**src/rtl/pipeline_pkg.sv**
```systemverilog
// pipeline_pkg
// Shared definitions for the pipeline valid/ready controller:
//   - state_t : controller FSM state encoding (EMPTY/FILL/FULL/FLUSH)
//   - DEFAULT_STAGES : default number of controlled latch stages
package pipeline_pkg;

    localparam int DEFAULT_STAGES = 4;

    typedef enum logic [1:0] {
        EMPTY = 2'd0,
        FILL  = 2'd1,
        FULL  = 2'd2,
        FLUSH = 2'd3
    } state_t;

endpackage

```
**src/rtl/pipeline_stage_ctrl.sv**
```systemverilog
// pipeline_stage_ctrl
// Control slice for one pipeline latch: holds the stage valid bit, computes
// the stage ready term of the backpressure chain and the latch load enable.
// Ports:
//   clk        in  clock
//   RST        in  synchronous active-low reset
//   up_valid   in  valid of the producer feeding this stage
//   dn_ready   in  ready of the consumer after this stage
//   hold       in  blocks loading (flush request or FLUSH state)
//   clear      in  forces the next valid bit to zero (flush)
//   valid      out registered valid bit
//   ready      out stage can take a word this cycle
//   en         out latch load enable
//   valid_next out next-state valid bit (feeds the occupancy count)
module pipeline_stage_ctrl (
    input  logic clk,
    input  logic RST,
    input  logic up_valid,
    input  logic dn_ready,
    input  logic hold,
    input  logic clear,
    output logic valid,
    output logic ready,
    output logic en,
    output logic valid_next
);

    // A stage is ready when it is empty or its contents move on this cycle.
    assign ready      = ~valid | dn_ready;
    assign en         = up_valid & ready & ~hold;
    assign valid_next = clear ? 1'b0 : (en | (valid & ~dn_ready));

    always_ff @(posedge clk) begin
        if (!RST) begin
            valid <= 1'b0;
        end else begin
            valid <= valid_next;
        end
    end

endmodule

```
**src/rtl/pipeline_ctrl.sv**
```systemverilog
// pipeline_ctrl
// Valid/ready controller for a chain of STAGES pipeline latches. Generates
// per-stage load enables, tracks occupancy, propagates backpressure
// combinationally from the consumer to the producer and supports a
// synchronous flush. It never touches data.
//
// Handshake: a transfer happens on a rising edge where valid and ready are
// both high; valid never depends on ready of the same interface, while the
// ready chain (in_ready) depends combinationally on out_ready.
//
// Ports:
//   clk          in  clock
//   RST          in  synchronous active-low reset
//   in_valid     in  producer has a word for stage 0
//   in_ready     out stage 0 accepts this cycle
//   out_ready    in  consumer accepts from the last stage
//   out_valid    out last stage holds valid data
//   flush        in  discard all in-flight data
//   stage_en     out load enable per latch
//   stage_valid  out registered valid bit per stage
//   occupancy    out registered count of valid stages
//   state        out FSM state (EMPTY/FILL/FULL/FLUSH)
//   stall_cnt    out saturating count of out_valid & ~out_ready cycles
module pipeline_ctrl
    import pipeline_pkg::*;
#(
    parameter int STAGES  = DEFAULT_STAGES,
    parameter int CNT_W   = $clog2(STAGES + 1),
    parameter int STALL_W = 16
) (
    input  logic               clk,
    input  logic               RST,
    input  logic               in_valid,
    output logic               in_ready,
    input  logic               out_ready,
    output logic               out_valid,
    input  logic               flush,
    output logic [STAGES-1:0]  stage_en,
    output logic [STAGES-1:0]  stage_valid,
    output logic [CNT_W-1:0]   occupancy,
    output logic [1:0]         state,
    output logic [STALL_W-1:0] stall_cnt
);

    state_t              state_q;
    state_t              state_d;
    logic [STAGES-1:0]   v;
    logic [STAGES-1:0]   v_next;
    logic [STAGES-1:0]   r;
    logic [STAGES-1:0]   en;
    logic [CNT_W-1:0]    occ_next;
    logic [CNT_W-1:0]    occ_q;
    logic [STALL_W-1:0]  stall_q;
    logic                block;

    // Loading is blocked both on the flush request cycle and the FLUSH cycle.
    assign block = flush | (state_q == FLUSH);

    for (genvar i = 0; i < STAGES; i++) begin : g_stage
        logic up_v;
        logic dn_r;

        if (i == 0) begin : g_first
            assign up_v = in_valid;
        end else begin : g_inner_up
            assign up_v = v[i-1];
        end

        if (i == STAGES - 1) begin : g_last
            assign dn_r = out_ready;
        end else begin : g_inner_dn
            assign dn_r = r[i+1];
        end

        pipeline_stage_ctrl u_stage (
            .clk        (clk),
            .RST        (RST),
            .up_valid   (up_v),
            .dn_ready   (dn_r),
            .hold       (block),
            .clear      (flush),
            .valid      (v[i]),
            .ready      (r[i]),
            .en         (en[i]),
            .valid_next (v_next[i])
        );
    end

    always_comb begin
        occ_next = '0;
        for (int i = 0; i < STAGES; i++) begin
            occ_next = occ_next + CNT_W'(v_next[i]);
        end
    end

    // FSM: state register
    always_ff @(posedge clk) begin
        if (!RST) begin
            state_q <= EMPTY;
        end else begin
            state_q <= state_d;
        end
    end

    // FSM: next state. FLUSH always lasts exactly one cycle, even if flush
    // stays high; a held flush re-enters FLUSH from EMPTY the cycle after.
    always_comb begin
        state_d = state_q;
        if (state_q == FLUSH) begin
            state_d = EMPTY;
        end else if (flush) begin
            state_d = FLUSH;
        end else if (occ_next == '0) begin
            state_d = EMPTY;
        end else if (occ_next == CNT_W'(STAGES)) begin
            state_d = FULL;
        end else begin
            state_d = FILL;
        end
    end

    // FSM: outputs. While in reset the producer sees a ready stage 0.
    always_comb begin
        in_ready    = ~RST | (r[0] & ~block);
        stage_en    = en;
        stage_en[0] = in_valid & in_ready;
        out_valid   = v[STAGES-1];
        stage_valid = v;
        state       = state_q;
    end

    always_ff @(posedge clk) begin
        if (!RST) begin
            occ_q <= '0;
        end else begin
            occ_q <= occ_next;
        end
    end

    assign occupancy = occ_q;

    // Flush does not clear the stall counter; only reset does.
    always_ff @(posedge clk) begin
        if (!RST) begin
            stall_q <= '0;
        end else if (out_valid && !out_ready && (stall_q != '1)) begin
            stall_q <= stall_q + 1'b1;
        end
    end

    assign stall_cnt = stall_q;

endmodule

```
**config.mk**
```make
export PLATFORM = sky130hd
export DESIGN_NAME = pipeline_ctrl
export DESIGN_NICKNAME = d
export VERILOG_FILES = /design/src/rtl/pipeline_pkg.sv /design/src/rtl/pipeline_stage_ctrl.sv /design/src/rtl/pipeline_ctrl.sv
export SDC_FILE = /design/constraint.sdc
export NUM_CORES = 1
export LEC_CHECK = 0
export ABC_AREA = 1
export BUFFER_PORTS_ARGS = -buffer_cell sky130_fd_sc_hd__buf_2
export CORE_MARGIN = 3
export CORE_UTILIZATION = 45
export DETAILED_ROUTE_END_ITERATION = 8
export GPL_TIMING_DRIVEN = 0
export PLACE_DENSITY = 0.78
export SLEW_MARGIN = 25
export SYNTH_ARGS = -nofsm -noshare
export SYNTH_HDL_FRONTEND = slang
export SYNTH_SLANG_ARGS = --single-unit
export TNS_END_PERCENT = 1
```
**constraint.sdc**
```tcl
create_clock -name clk -period 5.53 [get_ports clk]
set_input_delay 0.553 -clock clk [delete_from_list [all_inputs] [get_ports clk]]
set_output_delay 0.553 -clock clk [all_outputs]
set_load 0.02 [all_outputs]
```
==> impl_metrics.ini, run 1 <==
[setup_path]
timing.rr.start = g_stage[3].u_stage.valid
worstPathRequired_ns = 5.80
arrival_ns = 2.75
worst_r2r_endpoint = state[1]
cp-end-kind = register
r2r_cells = 14
crit_fanout = 4
reg2reg_slack_ns = 3.05
criticalPathCategory = register to register
worstSetupStartpointType = register

[die]
die-area_mm2 = 0.00397
die_y_um = 63.0
num_rows = 20
initial_core_util_pct = 47.6
ios = 36
die_w_um = 63.0
core_area_mm2 = 0.00308

[yosys]
synth_fp_nets = 232
ys_ff_latch = 25
synth-seq-area-share_pct = 34.2
synth-edff-count = 0
synth_ff_type = dfxtp_1
async_reset_ff_share_pct = 0
yosys_warnings = 0
syn_area_mm2 = 0.00146
yosysUniqueCellTypes = 25
netlist_instances = 223
synth.avg_cell_area_um2 = 6.56

[min_path]
min_path_type = input port to register
holdPathStages = 3
timing.hold.worst.start = RST
min_to = stall_cnt[10]

[final_layout]
drive_gt1_share_pct = 25.6
final_cell_mix = nand2_1 (52), nor2_1 (44), buf_2 (38)
syn2layout_area_growth_pct = 17.8
fin_nets = 272
antennaDiodeCount = 0
post-route-util_pct = 56.0
final_common_cell = nand2_1

[placed_design]
hpwl_mm = 2.45
place_ws_ns = 2.81
portBuffers = 35
place_congestion = 0.816

[detailed_routing]
drt_pre_antenna_iters = 4
drc = 0
detail-route-antenna-nets = 0
dr.max_layer_used = met4
route.met3.wl_um = 251
m1WireLength_mm = 1.39
via_count = 1437
wirelength_mm = 3.08
routedWlPerCell_um = 10.1
via_per_inst = 4.70
wl_met2_mm = 1.39
drtIter0Drc = 76

[grt]
grt_start_max_net_pins = 16
grt_pass1_wl_mm = 5.44
antenna_found_initial = 0
gr-total-overflow = 0
first_global_vias = 1302
grt.total_usage_pct = 17.0

[sta]
rsz0062_at_grt = no
fin_skew_ns = 0.00168
slew_viol_final = 0
fin_ws_ns = 3.05
fmax_mhz = 403
hold_violations = 0
period_needed_ns = 2.48
max-slew-margin-rel_pct = 82.6
tightest_slew_ns = 0.261
setup_viol = 0
post-route-period-util_pct = 44.8
tns_ns = 0

[pwr]
power_density_mw_per_mm2 = 166
vdd_drop_max_mv = 0.106
p_leak_nw = 0.906

[cts]
clk_latency_ns = 0.32
cts_setup_buffers = 0
htree_levels = 1
cts_hold_buf = 0
cts.repair.resized = 0
cts.sinks = 25
cts_buffer_depth = 2
cts-root-buf = clkbuf_4
numCtsBuffers = 3
clkTransAtPathRegs_ns = 0.14
cts_tree = built

[run]
maxCapViolCount = 0

[status]
status = finished, final reports clean
==> cells in the mapped netlist (2+ instances only) <==
cell	number	area, µm²
nand3_2	3	30.0
nand4_1	4	25.0
buf_2	3	15.0
buf_4	7	52.6
nor2_2	5	31.3
inv_1	30	113
o21ai_0	3	15.0
a21oi_1	13	65.1
nand2_1	52	195
nand3_1	10	50.1
nor2_4	2	22.5
nor2_1	44	165
nand2_2	4	25.0
o21ai_1	3	15.0
nor3_1	4	20.0
ha_1	3	37.5
dfxtp_1	25	500
==> cells by family (layout without fill, tap and decap cells) <==
kind of cell,after synthesis,after routing,share of synthesized area [%]
AO/OA/AOI/OAI,20,20,6.92
adder cells (fa/ha/maj),4,4,3.93
buffers and inverters,42,81,13.3
AND/OR/NAND/NOR,132,132,41.6
flip-flops,25,25,34.2
==> worst max-delay path: stages (launching register included) <==
cell	delay [ns]
dfxtp_1	0.41
inv_1	0.06
nor2_1	0.18
nand2_1	0.10
nor2_1	0.17
nand2_1	0.09
o21ai_1	0.08
nand2_1	0.09
fa_1	0.48
inv_1	0.04
ha_1	0.17
ha_1	0.29
inv_1	0.07
nand3_1	0.07
a21oi_1	0.12
==> sequential cells by signal (all words and copies together), names as in the netlist <==
signal                 count
stall_cnt                 16
occupancy                  3
g_stage.u_stage.valid      4
state                      2
==> worst max path at each step <==
stage | start | to
after detailed placement | out_ready | state[1]
after global placement | flush | state[1]
after global routing | g_stage[3].u_stage.valid | state[1]
after floorplan | out_ready | state[1]
after CTS | g_stage[3].u_stage.valid | state[1]
final | g_stage[3].u_stage.valid | state[1]
==> power breakdown <==
group	total, mW	internal [mW]	switching (mW)
sequential	0.183	0.182	0.000825
combinational	0.0199	0.00686	0.0130
clock	0.0834	0.0277	0.0558
total	0.286	0.216	0.0696
==> final cells by class <==
| class | count | area [µm²] |
|---|---|---|
| plain buffers | 11 | 78.8 |
| repair buffers | 35 | 175 |
| clock buffers | 3 | 22.5 |
| clock inverters | 1 | 7.51 |
| inverters | 31 | 116 |
| flip-flops and latches | 25 | 500 |
| well taps | 44 | 55.1 |
| multi-input cells | 156 | 768 |
| fillers | 323 | 1350 |
==> stage by stage <==
step / area (µm²) / instances / total power [mW] / hold slack [ns]
after floorplan: 1460 / 223 / 0.200 / 0.501
after CTS: 1720 / 306 / 0.291 / 0.531
final: 1720 / 306 / 0.286 / 0.540
after global placement: 1690 / 302 / 0.206 / 0.518
after global routing: 1720 / 306 / 0.302 / 0.535
after detailed placement: 1690 / 302 / 0.207 / 0.529
==> per-layer routing <==
metal | global-route usage [%] | up-vias
met1 | 20.2 | 633
met2 | 28.3 | 39
met3 | 4.86 | 4
met4 | 7.16 | 0
met5 | 0 | -
li1 | - | 761
Power figures use the tool's default switching activity.
==> run 2, diff against run 1 <==
==> constraint.sdc (replaced) <==
create_clock -name clk -period 2.4 [get_ports clk]
set_input_delay 0.24 -clock clk [delete_from_list [all_inputs] [get_ports clk]]
set_output_delay 0.24 -clock clk [all_outputs]
set_load 0.02 [all_outputs]
==> run 2 against run 1 <==
Final area rose by 3.8%; critical path type unchanged; combinational power rose by 150%; die area did not move; largest cell class unchanged.
==> impl_metrics.ini, run 2 (same netlist as run 1, synthesis figures left out) <==
[status]
status = finished, final reports clean

[pwr]
vdd_drop_max_mv = 0.258
total_power_uw = 665
p_leak_nw = 0.920
power_density_mw_per_mm2 = 372

[final_layout]
nFillCells = 312
fin_nets = 275
final_cell_mix = nand2_1 (49), nor2_1 (41), buf_2 (38)
largest_register_ffs = 16
final_cells = 309
antennaDiodeCount = 0
drive_gt1_share_pct = 30.2
final_common_cell = nand2_1
syn2layout_area_growth_pct = 22.2
fin_area_mm2 = 0.00179

[setup_path]
cp-end-kind = register
criticalPathCategory = register to register
arrival_ns = 2.49
worstSetupStartpointType = register
crit_fanout = 3
path_cells = inv_1 -> nor2_4 -> nand2_2 -> nor2_4 -> nand2_2 -> o21ai_2 -> nand2_2 -> fa_1 -> inv_1 -> ha_1 -> ha_4 -> inv_1 -> nand3_1 -> a21oi_1
critPathMaxStageDelay_ns = 0.48
worstPathRequired_ns = 2.63
slowest_stage = fa_1

[cts]
clkTransAtPathRegs_ns = 0.14
cts_tree = built
htree_levels = 1
cts_buffer_depth = 2
cts-root-buf = clkbuf_4
clk_latency_ns = 0.32
numCtsBuffers = 3
cts_hold_buf = 0
cts.sinks = 25

[placed_design]
place_congestion = 0.816
dp.cells = 302
portBuffers = 35
hpwl_mm = 2.45
place_ws_ns = -0.0663
post_dp_cell_area_mm2 = 0.00169

[detailed_routing]
routedWlPerCell_um = 10.5
drt_pre_antenna_iters = 4
detail-route-antenna-nets = 0
drc = 0
drtIter0Drc = 92
via_per_inst = 4.77
via_count = 1474
wirelength_mm = 3.25

[sta]
period_needed_ns = 2.26
post-route-period-util_pct = 94.1
slew_viol_final = 0
fin_skew_ns = 0.00216
fin_ws_ns = 0.141
max-slew-margin-rel_pct = 82.4
hold_violations = 0
fmax_mhz = 443
tightest_slew_ns = 0.264
setup_viol = 0

[die]
die_w_um = 63.0
die_y_um = 63.0
ios = 36
core_area_mm2 = 0.00308
initial_core_util_pct = 47.6
die-area_mm2 = 0.00397
num_rows = 20

[grt]
gr-total-overflow = 0
grt_start_max_net_pins = 16
first_global_vias = 1309
grt_pass1_wl_mm = 5.47
antenna_found_initial = 0
top_usage_layer = met2
gr-usage-met1_pct = 20.2
grt.total_usage_pct = 17.1
gr-usage-met3_pct = 4.86
met2_usage_pct = 28.7

[min_path]
min_path_type = input port to register

[run]
maxCapViolCount = 0
[run 2: critical path: cells and delay by family (launching register included)]
family          cells  cell delay, ns
compound gates      2            0.13
fa+ha+maj           3            0.95
buf+inv             3            0.15
flops               1            0.36
simple gates        6            0.57
[run 2: per-layer routing]
metal	part of all wire [%]	vias to the layer above
li1	-	771
met1	45	663
met2	47	38
met3	7.0	2
met4	0.92	0
met5	0	-
[run 2: final timing paths]
| path | end | startpoint | slack [ns] | depth (start not counted) |
|---|---|---|---|---|
| setup / recovery | state[1] | g_stage[3].u_stage.valid | 0.14 | 14 |
| hold / removal | stall_cnt[10] | RST | 0.23 | 3 |
| setup reg to reg | state[1] | g_stage[3].u_stage.valid | 0.14 | 14 |
| hold reg to reg | g_stage[2].u_stage.valid | g_stage[1].u_stage.valid | 0.55 | 2 |
[run 2: layout make-up]
class | instances | area (µm²) | share of cell area (%)
buffer | 11 | 78.8 | 4.41
clock buffer | 3 | 22.5 | 1.26
multi-input combinational | 156 | 810 | 45.2
sequential | 25 | 502 | 28.0
clock inverter | 1 | 7.51 | 0.420
inverter | 31 | 116 | 6.50
timing repair buffer | 38 | 198 | 11.0
tap | 44 | 55.1 | 3.08
[run 2: metrics by stage]
stage	hold slack [ns]	setup TNS (ns)	util, %
2_1_floorplan	0.425	0	-
3_3_place_gp	0.518	-0.00460	55.0
3_5_place_dp	0.529	-0.0724	55.0
4_1_cts	0.218	0	56.1
5_1_grt	0.222	-0.0203	58.1
6_report	0.226	0	58.1
[run 2: power by group]
group / internal, mW / switching, mW / total, mW
registers: 0.419 / 0.00201 / 0.421
clock network: 0.0637 / 0.131 / 0.195
logic: 0.0173 / 0.0325 / 0.0497
[run 2: timing repair]
item,CTS,global route
buffers inserted,0,3
resized for setup,2,10
setup endpoints to repair,2,3
pin swaps,0,2
==> run 3, diff against run 2 <==
--- a/config.mk
+++ b/config.mk
@@ -6,12 +6,12 @@
 export NUM_CORES = 1
 export LEC_CHECK = 0
 export ABC_AREA = 1
-export BUFFER_PORTS_ARGS = -buffer_cell sky130_fd_sc_hd__buf_2
 export CORE_MARGIN = 3
 export CORE_UTILIZATION = 45
 export DETAILED_ROUTE_END_ITERATION = 8
+export DONT_BUFFER_PORTS = 1
 export GPL_TIMING_DRIVEN = 0
-export PLACE_DENSITY = 0.78
+export PLACE_DENSITY = 0.69
 export SLEW_MARGIN = 25
 export SYNTH_ARGS = -nofsm -noshare
 export SYNTH_HDL_FRONTEND = slang
==> run 3 against run 2 <==
Cell count fell by 12%; wire length fell by 3.3%; clock skew rose by 0.0071 ns; setup slack got worse by 0.041 ns; critical path type unchanged; largest power group unchanged; highest routed layer unchanged.
==> impl_metrics.ini, run 3 (same netlist as run 1, synthesis figures left out) <==
[status]
status = finished, final reports clean

[die]
initial_core_util_pct = 47.6
num_rows = 20
core_area_mm2 = 0.00308
die_y_um = 63.0
die-area_mm2 = 0.00397
die_w_um = 63.0
ios = 36

[grt]
gr-total-overflow = 0
antenna_found_initial = 0
grt_pass1_wl_mm = 5.26
grt.total_usage_pct = 16.4
first_global_vias = 1163
grt_start_max_net_pins = 16

[sta]
period_needed_ns = 2.30
fin_skew_ns = 0.00927
fmax_mhz = 435
setup_viol = 0
tns_ns = 0
hold_violations = 0
post-route-period-util_pct = 95.8
rsz0062_at_grt = yes
max-slew-margin-rel_pct = 70.5
slew_viol_final = 0
fin_ws_ns = 0.100
tightest_slew_ns = 0.444

[detailed_routing]
routedWlPerCell_um = 11.5
wl_met2_mm = 1.52
via_per_inst = 4.90
detail-route-antenna-nets = 0
dr.max_layer_used = met4
via_count = 1338
wirelength_mm = 3.14
route.met3.wl_um = 248
drtIter0Drc = 46
drt_pre_antenna_iters = 4
m1WireLength_mm = 1.35
drc = 0

[pwr]
power_density_mw_per_mm2 = 406
p_leak_nw = 0.731
vdd_drop_max_mv = 0.360
total_power_uw = 665

[cts]
clkTransAtPathRegs_ns = 0.15
htree_levels = 1
numCtsBuffers = 3
cts_tree = built
cts_hold_buf = 0
clk_latency_ns = 0.33
cts_buffer_depth = 2
cts.sinks = 25
cts-root-buf = clkbuf_4

[final_layout]
antennaDiodeCount = 0
largest_register_ffs = 16
final_cell_mix = nand2_1 (49), nor2_1 (42), inv_1 (26)
fin_nets = 239
drive_gt1_share_pct = 22.7
final_common_cell = nand2_1
syn2layout_area_growth_pct = 11.8

[setup_path]
cp-end-kind = register
crit_fanout = 4
criticalPathCategory = register to register
cpMostUsedCell = nand2_2
worstPathRequired_ns = 2.68
worstSetupStartpointType = register
critPathMaxStageDelay_ns = 0.53
arrival_ns = 2.58
slowest_stage = fa_1
path_cells = inv_4 -> nor2_4 -> nand2_2 -> nor2_4 -> nand2_2 -> o21ai_2 -> nand2_2 -> fa_1 -> inv_2 -> ha_4 -> ha_4 -> inv_2 -> nand3_2 -> a21oi_2

[placed_design]
place_congestion = 0.871
place_ws_ns = -0.204
hpwl_mm = 2.37
portBuffers = 0

[min_path]
min_path_type = input port to register

[run]
maxCapViolCount = 0
## run 3: changes by cell type in the layout (fill, tap and decap cells not counted), sizes merged
cell	before	now
buf	49	13
## run 3: report_power, final
group / internal, mW / switching (mW) / total [mW] / leakage (nW)
logic: 0.0120 / 0.0269 / 0.0389 / 0.514
registers: 0.418 / 0.00626 / 0.425 / 0.203
clock network: 0.0639 / 0.138 / 0.202 / 0.0139
## run 3: final timing paths
check,from,end,slack (ns),depth (start not counted)
worst max-delay path,g_stage[3].u_stage.valid,state[1],0.10,14
worst min-delay path,flush,g_stage[3].u_stage.valid,0.11,3
worst max register to register,g_stage[3].u_stage.valid,state[1],0.10,14
worst min register to register,g_stage[1].u_stage.valid,g_stage[2].u_stage.valid,0.55,2
## run 3: cell type report
class / instances / area (µm²)
fill: 323 / 1440
tap: 44 / 55.1
clock inverter: 1 / 7.51
buffer: 11 / 78.8
sequential: 25 / 507
timing repair buffer: 2 / 15.0
clock buffer: 3 / 22.5
inverter: 31 / 119
multi-input combinational: 156 / 832
## run 3: metrics by stage
stage,util (%),hold WS (ns),cells,cell area (µm²)
2_1_floorplan,-,0.425,223,1460
3_3_place_gp,49.3,0.463,267,1520
3_5_place_dp,49.3,0.468,267,1520
4_1_cts,50.6,0.0967,271,1560
5_1_grt,53.2,0.115,273,1640
6_report,53.2,0.114,273,1640
## run 3: timing repair
| action | in CTS | in global routing |
|---|---|---|
| endpoints found under the hold margin | 0 | 0 |
| resized for setup | 4 | 19 |
| pin swaps | 0 | 8 |
| cloned | 0 | 0 |
| endpoints found under the setup margin | 4 | 3 |
| setup buffers | 0 | 2 |
## run 3: per-layer routing
metal  track usage, %  vias up
li1                 -      702
met2             27.7       36
met3             6.29        2
met5                0        -
met4             4.13        0
met1             19.5      598
## run 3: critical path: cells and delay by family (launching register included)
| kind | cells | cell delay (ns) |
|---|---|---|
| fa+ha+maj | 3 | 0.92 |
| simple gates | 6 | 0.55 |
| flops | 1 | 0.44 |
| compound gates | 2 | 0.18 |
| buf+inv | 3 | 0.14 |
